## src/rtl/oam_dma_if.sv

```systemverilog
// CPU-side and system-bus-side signals of the sprite DMA engine.
// The slave modport is the DMA block; the master modport is the CPU/bus environment.
interface oam_dma_if;
    logic [15:0] cpu_addr;
    logic [7:0]  cpu_dout;
    logic        cpu_rw;
    logic        cpu_ready;
    logic [15:0] bus_addr;
    logic [7:0]  bus_dout;
    logic [7:0]  bus_din;
    logic        bus_rw;
    logic        dma_busy;
    logic        cycle_odd;

    modport slave (
        input  cpu_addr, cpu_dout, cpu_rw, bus_din,
        output cpu_ready, bus_addr, bus_dout, bus_rw, dma_busy, cycle_odd
    );

    modport master (
        output cpu_addr, cpu_dout, cpu_rw, bus_din,
        input  cpu_ready, bus_addr, bus_dout, bus_rw, dma_busy, cycle_odd
    );
endinterface

```

## src/rtl/oam_dma.sv

```systemverilog
// Sprite DMA: snoops CPU writes to DMA_REG, stalls the CPU and copies one
// 256-byte page to the OAM data port as alternating read/write bus cycles.
module oam_dma #(
    parameter logic [15:0] DMA_REG  = 16'h4014,
    parameter logic [15:0] OAM_ADDR = 16'h2004
) (
    input  logic          clk,
    input  logic          n_reset,
    oam_dma_if.slave      io
);
    typedef enum logic [2:0] {
        S_IDLE,
        S_WAIT,
        S_ALIGN,
        S_READ,
        S_WRITE
    } state_t;

    state_t      state_q, state_d;
    logic [7:0]  page_q, page_d;
    logic [7:0]  cnt_q, cnt_d;
    logic [7:0]  data_q, data_d;
    logic        odd_q;

    logic        cpu_ready_d;
    logic        dma_busy_d;
    logic [15:0] bus_addr_d;
    logic [7:0]  bus_dout_d;
    logic        bus_rw_d;
    logic        trigger;

    assign trigger = !io.cpu_rw && (io.cpu_addr == DMA_REG);

    always_ff @(posedge clk) begin
        if (!n_reset) begin
            state_q <= S_IDLE;
            page_q  <= 8'h00;
            cnt_q   <= 8'h00;
            data_q  <= 8'h00;
            odd_q   <= 1'b0;
        end else begin
            state_q <= state_d;
            page_q  <= page_d;
            cnt_q   <= cnt_d;
            data_q  <= data_d;
            odd_q   <= ~odd_q;
        end
    end

    always_comb begin
        state_d     = state_q;
        page_d      = page_q;
        cnt_d       = cnt_q;
        data_d      = data_q;
        cpu_ready_d = 1'b0;
        dma_busy_d  = 1'b0;
        bus_addr_d  = io.cpu_addr;
        bus_dout_d  = io.cpu_dout;
        bus_rw_d    = io.cpu_rw;

        case (state_q)
            S_IDLE: begin
                cpu_ready_d = 1'b1;
                if (trigger) begin
                    page_d  = io.cpu_dout;
                    cnt_d   = 8'h00;
                    state_d = S_WAIT;
                end
            end
            S_WAIT: begin
                if (trigger) begin
                    page_d = io.cpu_dout;
                    cnt_d  = 8'h00;
                end
                // The first CPU read cycle is the halt cycle; reads must land on even cycles.
                if (io.cpu_rw) begin
                    dma_busy_d = 1'b1;
                    state_d    = odd_q ? S_READ : S_ALIGN;
                end
            end
            S_ALIGN: begin
                dma_busy_d = 1'b1;
                bus_rw_d   = 1'b1;
                state_d    = S_READ;
            end
            S_READ: begin
                dma_busy_d = 1'b1;
                bus_addr_d = {page_q, cnt_q};
                bus_rw_d   = 1'b1;
                data_d     = io.bus_din;
                state_d    = S_WRITE;
            end
            S_WRITE: begin
                dma_busy_d = 1'b1;
                bus_addr_d = OAM_ADDR;
                bus_rw_d   = 1'b0;
                bus_dout_d = data_q;
                if (cnt_q == 8'hFF) begin
                    cnt_d   = 8'h00;
                    state_d = S_IDLE;
                end else begin
                    cnt_d   = cnt_q + 8'd1;
                    state_d = S_READ;
                end
            end
            default: begin
                state_d = S_IDLE;
            end
        endcase
    end

    assign io.cpu_ready = cpu_ready_d;
    assign io.dma_busy  = dma_busy_d;
    assign io.bus_addr  = bus_addr_d;
    assign io.bus_dout  = bus_dout_d;
    assign io.bus_rw    = bus_rw_d;
    assign io.cycle_odd = odd_q;
endmodule

```

## src/flat_wrapper.sv

```systemverilog
// flat-port wrapper written by rule: the top's interface ports become plain ports
module oam_dma_flat 
#(
    parameter logic [15:0] DMA_REG  = 16'h4014,
    parameter logic [15:0] OAM_ADDR = 16'h2004
)
  (clk, n_reset, io_cpu_addr, io_cpu_dout, io_cpu_rw, io_bus_din, io_cpu_ready, io_bus_addr, io_bus_dout, io_bus_rw, io_dma_busy, io_cycle_odd);
  oam_dma_if io_i ();
  input  logic clk;
  input  logic n_reset;
  input wire logic [$bits(io_i.cpu_addr)-1:0] io_cpu_addr;
  input wire logic [$bits(io_i.cpu_dout)-1:0] io_cpu_dout;
  input wire logic [$bits(io_i.cpu_rw)-1:0] io_cpu_rw;
  input wire logic [$bits(io_i.bus_din)-1:0] io_bus_din;
  output wire logic [$bits(io_i.cpu_ready)-1:0] io_cpu_ready;
  output wire logic [$bits(io_i.bus_addr)-1:0] io_bus_addr;
  output wire logic [$bits(io_i.bus_dout)-1:0] io_bus_dout;
  output wire logic [$bits(io_i.bus_rw)-1:0] io_bus_rw;
  output wire logic [$bits(io_i.dma_busy)-1:0] io_dma_busy;
  output wire logic [$bits(io_i.cycle_odd)-1:0] io_cycle_odd;
  assign io_i.cpu_addr = io_cpu_addr;
  assign io_i.cpu_dout = io_cpu_dout;
  assign io_i.cpu_rw = io_cpu_rw;
  assign io_i.bus_din = io_bus_din;
  assign io_cpu_ready = io_i.cpu_ready;
  assign io_bus_addr = io_i.bus_addr;
  assign io_bus_dout = io_i.bus_dout;
  assign io_bus_rw = io_i.bus_rw;
  assign io_dma_busy = io_i.dma_busy;
  assign io_cycle_odd = io_i.cycle_odd;
  oam_dma #(.DMA_REG(DMA_REG), .OAM_ADDR(OAM_ADDR)) u_core (.clk(clk), .n_reset(n_reset), .io(io_i));
endmodule
```

## config.mk

```make
export PLATFORM = sky130hd
export DESIGN_NAME = oam_dma_flat
export DESIGN_NICKNAME = d
export VERILOG_FILES = /design/src/rtl/oam_dma_if.sv /design/src/rtl/oam_dma.sv /design/src/flat_wrapper.sv
export SDC_FILE = /design/constraint.sdc
export NUM_CORES = 1
export LEC_CHECK = 0
export ABC_AREA = 1
export CORE_UTILIZATION = 40
export CTS_CLUSTER_DIAMETER = 150
export CTS_CLUSTER_SIZE = 16
export DETAILED_ROUTE_END_ITERATION = 8
export GPL_TIMING_DRIVEN = 0
export PLACE_DENSITY = 0.73
export SLEW_MARGIN = 10
export SYNTH_ARGS = -nofsm -noshare
export SYNTH_HDL_FRONTEND = slang
export SYNTH_SLANG_ARGS = --single-unit
```

## constraint.sdc

```tcl
create_clock -name clk -period 3.1 [get_ports clk]
set_clock_uncertainty 0.2 [all_clocks]
set_input_delay 0.465 -clock clk [delete_from_list [all_inputs] [get_ports clk]]
set_output_delay 0.465 -clock clk [all_outputs]
set_load 0.005 [all_outputs]
```

**Word-level counts from Yosys, hierarchy flattened**

Index checks and enable logic that the tools add are counted.

- Add/subtract/negate cells: 1
- Multiply operators: 0
- Div/mod/pow operators: 0
- Order comparisons: 0
- Eq/ne operators: 9
- Shifts and indexed selects: 0
- Multiplexer cells: 14
- Bitwise operators: 1
- Reductions and logical operators: 10

Operators by type and width:

| kind | count |
|---|---|
| 16-bit case mux with 2 select lines | 1 |
| 8-bit two-way mux | 3 |
| 16-bit by 15-bit equality test with 1-bit output (second input constant) | 1 |
| 8-bit case mux with 2 select lines | 1 |
| 3-bit case mux with 5 select lines | 1 |
| 8-bit by 1-bit adder with 8-bit output (second input constant) | 1 |
| 8-bit equality test (second input constant) | 1 |
| 3-bit by 2-bit equality test with 1-bit output (second input constant) | 2 |
| 3-bit two-way mux | 2 |
| 2-bit AND reduction | 3 |
| 2-bit by 1-bit inequality test with 1-bit output (second input constant) | 2 |
| 1-bit case mux with 2 select lines | 2 |
| 2-bit OR reduction | 2 |
| 3-bit by 1-bit equality test with 1-bit output (second input constant) | 1 |
| 3-bit equality test (second input constant) | 1 |
| 3-bit zero test | 1 |
| 1-bit two-way mux | 3 |
| 3-bit OR reduction | 1 |
| 2-bit two-way mux | 1 |
| 2-bit inequality test (second input constant) | 1 |
| 2-bit nonzero test | 1 |
| 1-bit logical AND | 1 |
| 1-bit zero test | 1 |
| 1-bit NOT | 1 |

- Register bits: 28
- Bits in latches: 0
- RAM bits: 0
- Memory bits (read-only): 0
- Output and inout port bits: 28
- Word-level logic and storage cells: 40
- Memories kept: 0

**Logic depth before layout (Yosys ltp)**

- Depth in word-level cells: 4
- Mapped depth: 9
- Mapped depth without buffers: 8

**Worst setup path after synthesis**

OpenSTA, ideal clock, no wires.

- Path kind: register to output
- From: register u_core.state_q[1]
- To: output io_bus_addr[10]
- Data arrival time: 0.988 ns
- Slack: 1.447 ns
- Cell stages (with the launch flop): 6
- Path through: dfxtp_1 > nand2_1 > nor2_2 > inv_2 > buf_2 > o22ai_1

- Cells in the longest elaborated chain, start to end: 2
- Elaborated cells between the ends (all ways): 3
- Those cells by class: eq/ne (2); mux (1)

RTL lines:

| what | RTL line | RTL |
|---|---|---|
| start, declared | oam_dma.sv:19 | `state_t state_q, state_d;` |
| start signal, assigned | oam_dma.sv:42 | `state_q <= state_d;` |
| 3-bit equality test / 3-bit by 2-bit equality test with 1-bit output (equally long branches) | oam_dma.sv:61 | `case (state_q)` |
| 16-bit case mux with 2 select lines * | oam_dma.sv:61 |  |
| end, declared | flat_wrapper.sv:16 | `output wire logic [$bits(io_i.bus_addr)-1:0] io_bus_addr;` |

Mark *: on every way between the ends. The rest lies on a longest branch, timed or not.

**Worst setup path in the final report**

- From: register u_core.state_q[1]
- To: output io_bus_addr[4]

The elaborated chain is that of the path after synthesis.

==> results.md <==
Worst setup path:
- The arrival time of data at the critical path endpoint is 2.07 ns.
- The endpoint of the worst register-to-register path is u_core.state_q[0].
- The critical register-to-register path startpoint is u_core.cnt_q[0].
- The largest single stage delay on the critical path is 0.53 ns.
- STA classifies the critical path startpoint as a flip-flop.
- The dominant delay contributor by cell family on the critical path is buffers and inverters.
- The type of destination of the critical path is an output port.
- The number of buffers and inverters on the critical path is 3.
- The worst setup path startpoint is u_core.state_q[1].
- The depth of the critical timing path with buffers and inverters included is 6.
- The setup slack of the most critical reg-to-reg path is 1.48 ns.
- The cell with the largest stage delay on the worst path is sky130_fd_sc_hd__clkdlybuf4s50_1.
- The largest fanout on the critical path is 10.
- The depth of the worst register-to-register path is 8.
- Walking the worst path, the cells encountered are nand2_1 > nor2_2 > inv_2 > buf_2 > o21ai_1 > clkdlybuf4s50_1.
- The critical path is of the reg2out type.
- The data required time at the worst endpoint is 2.43 ns.

CTS:
- At the later pin of the worst-skew pair, clock insertion delay measures between 0.2 and 0.3 ns.
- The number of H-tree branching levels is 1.
- The buffer depth of the longest clock path is 2.
- The post-cts resize count is 0.
- The number of post-CTS setup repair buffers is 0.
- For this design, the sink count on the clock tree is 28.
- The CTS clock-pin slew for the worst setup and hold paths is 0.10 ns.
- The CTS tree is built.
- The post-cts hold buffer count is 0.
- Counting the buffers created by CTS gives 3.
- The cell at the root of the clock tree is sky130_fd_sc_hd__clkbuf_8.

Pwr:
- Registers are responsible for between 50% and 60% of the overall power.
- The share of total power dissipated in the clock network is 32.6%.
- The fraction of power consumed by combinational cells is 16.5%.
- The total internal power is 552.4 uW.
- In this run the power spent charging and discharging nets is 156.2 uW.
- Dividing total power by cell area gives a power density of 297.8 nW/um^2.
- Summed over all cells, the static leakage comes to 0.001048 uW.
- The worst-case IR drop observed on VDD is 220.1 uV.
- Of the total power, the share spent switching nets is 22.05%.

Routing:
- The number of detailed-routing iterations run before antenna repair is 4.
- The remaining antenna violation count is 0.
- The number of vias in the routed layout is 1926.
- Dividing the detail-routed wire length by the instance count gives 12.66 microns.
- The detailed-route DRC error count is 0.
- The post-detailed-route via-to-cell ratio is 5.029.
- In this run, the number of DRC markers left after iteration 0 of detailed routing was between 100 and 150.
- Summed over all layers, the routed wires come to between 4000 and 5000 microns.

Synthesis:
- After synthesis, the largest area contributor takes up roughly a third of total cell area.
- Summing the areas of all compound-gate instances in the mapped netlist gives approximately 16% of the synthesized area.
- The instance count of the mapped netlist is 269.
- In this run, synthesis inferred 0 flip-flops with an integrated enable.
- In the synthesized netlist, the cells that appear most often are sky130_fd_sc_hd__nand2_1 (62), sky130_fd_sc_hd__inv_1 (40), sky130_fd_sc_hd__nor2_1 (38).
- The yosys synthesis warning count is 0.
- By area, the combinational part of the netlist is dominated by simple AND/OR/NAND/NOR gates.
- When the netlist entered floorplanning its net count stood at 305.
- After Yosys synthesis, and, or, nand and nor cells account for between 30% and 40% of the synthesized area.
- In the synthesized netlist the async set-or-reset flop fraction comes to 0%.
- In this run, synthesis produced a sequential element count of 28.
- For this run, the leading register cell type out of synthesis is sky130_fd_sc_hd__dfxtp_1.
- The mux cell area share after synthesis is 0%.
- The mapped cell area is 1644 sq um.
- The synthesized netlist devotes 0% of its cell area to XOR and XNOR gates.
- Ranked by total cell area, the synthesized netlist is headed by sky130_fd_sc_hd__dfxtp_1 (34%), sky130_fd_sc_hd__nand2_1 (14%), sky130_fd_sc_hd__inv_1 (9.1%), sky130_fd_sc_hd__nor2_1 (8.7%), sky130_fd_sc_hd__nand3_1 (7.6%).
- The post-synthesis average cell area is ~6 sq um.
- In the post-synthesis netlist, the cell with the most instances is sky130_fd_sc_hd__nand2_1.
- The synthesized netlist devotes 0.7610% of its cell area to adder and majority cells.
- The most area-hungry cell type in the Yosys netlist is sky130_fd_sc_hd__dfxtp_1.
- In this run, distinct cell masters in the synthesized netlist total 23.
- The sequential cell area fraction in the yosys report is 34.09%.

Floorplanning:
- The floorplan step defined a die boundary enclosing 4371 sq um.
- In this run the horizontal extent of the chip is 66.11 microns.
- The cell row count is 22.
- The floorplan step set the die height to 66.11 microns.
- The initial utilization of the core area, before any placement, comes to a little over two fifths.
- The number of ports placed on the die boundary is 63.
- The placeable core area is 3799 sq um.

GRT:
- The maximum number of pins on one net before global-route repair is 16.
- The initial antenna violation count is 0.
- The global-route track usage on met3 is 4.138%.
- The global-route met2 utilization is 38.01%.
- The residual overflow from global routing is 0.
- The busiest metal layer after global routing is met2.
- The first global-routing pass estimated 7997 microns of wire.
- In the global route stage, overall resource usage came out at 23.86%.
- The via count of the first global-routing pass was 1661.
- Global routing consumed, on the met1 layer, about a third of the routing resources.

Timing:
- The ratio of final minimum period to clock period is between 80% and 90%.
- Setup repair after global routing left no endpoint under its margin.
- The number of slew-limit violations in the final report is 0.
- Setup violations remaining at the end of the flow were counted as 0.
- For the final routed database, the setup TNS stands at 0 ns.
- The worst slew slack as a fraction of its limit is between 70% and 80%.
- The number of hold-slack violations in the final timing report is 0.
- The highest clock rate is ~370 MHz.
- The post-route minimum period is 2.731 ns.
- The transition time at the pin with the least slew margin is between 0.4 and 0.5 ns.

Placement:
- The count of buffers added on input and output ports is a little over 60.
- The post-placement cell count is roughly 380.
- The final weighted congestion in routability-driven placement is 0.8346.
- The HPWL reported at the end of detailed placement is 3696 microns.

Hold path:
- The worst hold path terminates at u_core.io.cycle_odd.
- The class of the worst hold path is reg2reg.
- The instance count along the most critical hold path is 1.
- The startpoint of the lowest-slack hold path is u_core.io.cycle_odd.

Run status:
- The run finished with clean final reports.

Job:
- Max-cap violations in this run came to 0.

Final layout:
- The antenna diode instance count is 0.
- The layout has 354 filler cells.
- Cells with a size suffix above 1 make up under 10% of the layout.
- The filler-free cell count of the finished design is 383.
- At the end of the flow, the number of nets in the layout was around 370.
- The synthesis-to-layout area growth is 44.75%.
- The utilization after layout is 62.65%.
[metal layers]
metal / up-vias / share of wire, %
li1: 983 / -
met4: 0 / 1.3
met5: - / 0
met2: 74 / 43
met1: 865 / 49
met3: 4 / 6.7
[per-stage QoR]
stage          power [uW]  setup WS, ns  hold WS [ns]  area, sq um
2_1_floorplan       397.7         1.447        0.2287         1644
3_3_place_gp        485.9        0.6724        0.2304         2325
3_5_place_dp        485.9        0.6664        0.2448         2325
4_1_cts             714.2        0.3991        0.2687         2380
5_1_grt             740.5        0.2379        0.2907         2380
6_report            708.7        0.3690        0.2619         2380
[power by group through the flow]
stage / Sequential (uW) / Clock, uW / Combinational, uW
global placement: 369 / 0 / 117
finish: 361 / 231 / 117
CTS: 361 / 236 / 117
global route: 361 / 252 / 127
detailed placement: 369 / 0 / 116
floorplan: 369 / 0 / 28.3
[worst max-delay path by stage]
stage / endpoint / slack (ns)
floorplan: io_bus_addr[10] / 1.45
CTS: io_bus_addr[4] / 0.40
global placement: io_dma_busy / 0.67
global route: io_bus_addr[3] / 0.24
detailed placement: io_dma_busy / 0.67
finish: io_bus_addr[4] / 0.37
[cell usage in the layout, fill, tap and decap left out]
cell type                         instances
sky130_fd_sc_hd__dfxtp_1                 28
sky130_fd_sc_hd__nand4_1                  2
sky130_fd_sc_hd__clkbuf_1                 2
sky130_fd_sc_hd__ha_1                     1
sky130_fd_sc_hd__buf_6                    1
sky130_fd_sc_hd__a21oi_1                  8
sky130_fd_sc_hd__o21ai_1                 18
sky130_fd_sc_hd__clkinv_2                 1
sky130_fd_sc_hd__inv_2                    3
sky130_fd_sc_hd__nor3b_2                  1
sky130_fd_sc_hd__nor2_2                   3
sky130_fd_sc_hd__buf_2                    7
sky130_fd_sc_hd__clkdlybuf4s50_1         62
sky130_fd_sc_hd__nand2_1                 62
sky130_fd_sc_hd__inv_1                   40
sky130_fd_sc_hd__o211ai_1                 3
sky130_fd_sc_hd__nand2_4                  1
sky130_fd_sc_hd__buf_4                    2
sky130_fd_sc_hd__o22ai_1                  5
sky130_fd_sc_hd__nor2_1                  38
sky130_fd_sc_hd__o21ai_0                 16
sky130_fd_sc_hd__nand3_2                  1
sky130_fd_sc_hd__clkbuf_8                 4
sky130_fd_sc_hd__nand3_1                 25
sky130_fd_sc_hd__nand2_2                  1
[cell families after synthesis]
family                     after synthesis
DFF                                     28
adders and majority gates                1
buffers and inverters                   56
AOI/OAI and AO/OA                       50
and+or+nand+nor                        134
[sequential cells by signal, summed over array words and instances (netlist names)]
name,flops
u_core.cnt_q,8
u_core.data_q,8
u_core.page_q,8
u_core.state_q,3
u_core.io.cycle_odd,1
[cell type report]
class / instances / area (sq um) / area share [%]
Tap cell: 48 / 60.06 / 2.524
Timing Repair Buffer: 62 / 620.6 / 26.08
Sequential cell: 28 / 560.5 / 23.55
Clock buffer: 4 / 55.05 / 2.313
Multi-Input combinational cell: 185 / 848.3 / 35.65
Buffer: 12 / 68.82 / 2.892
Inverter: 44 / 166.4 / 6.993
Note: power is estimated with default switching activity, not from simulation.
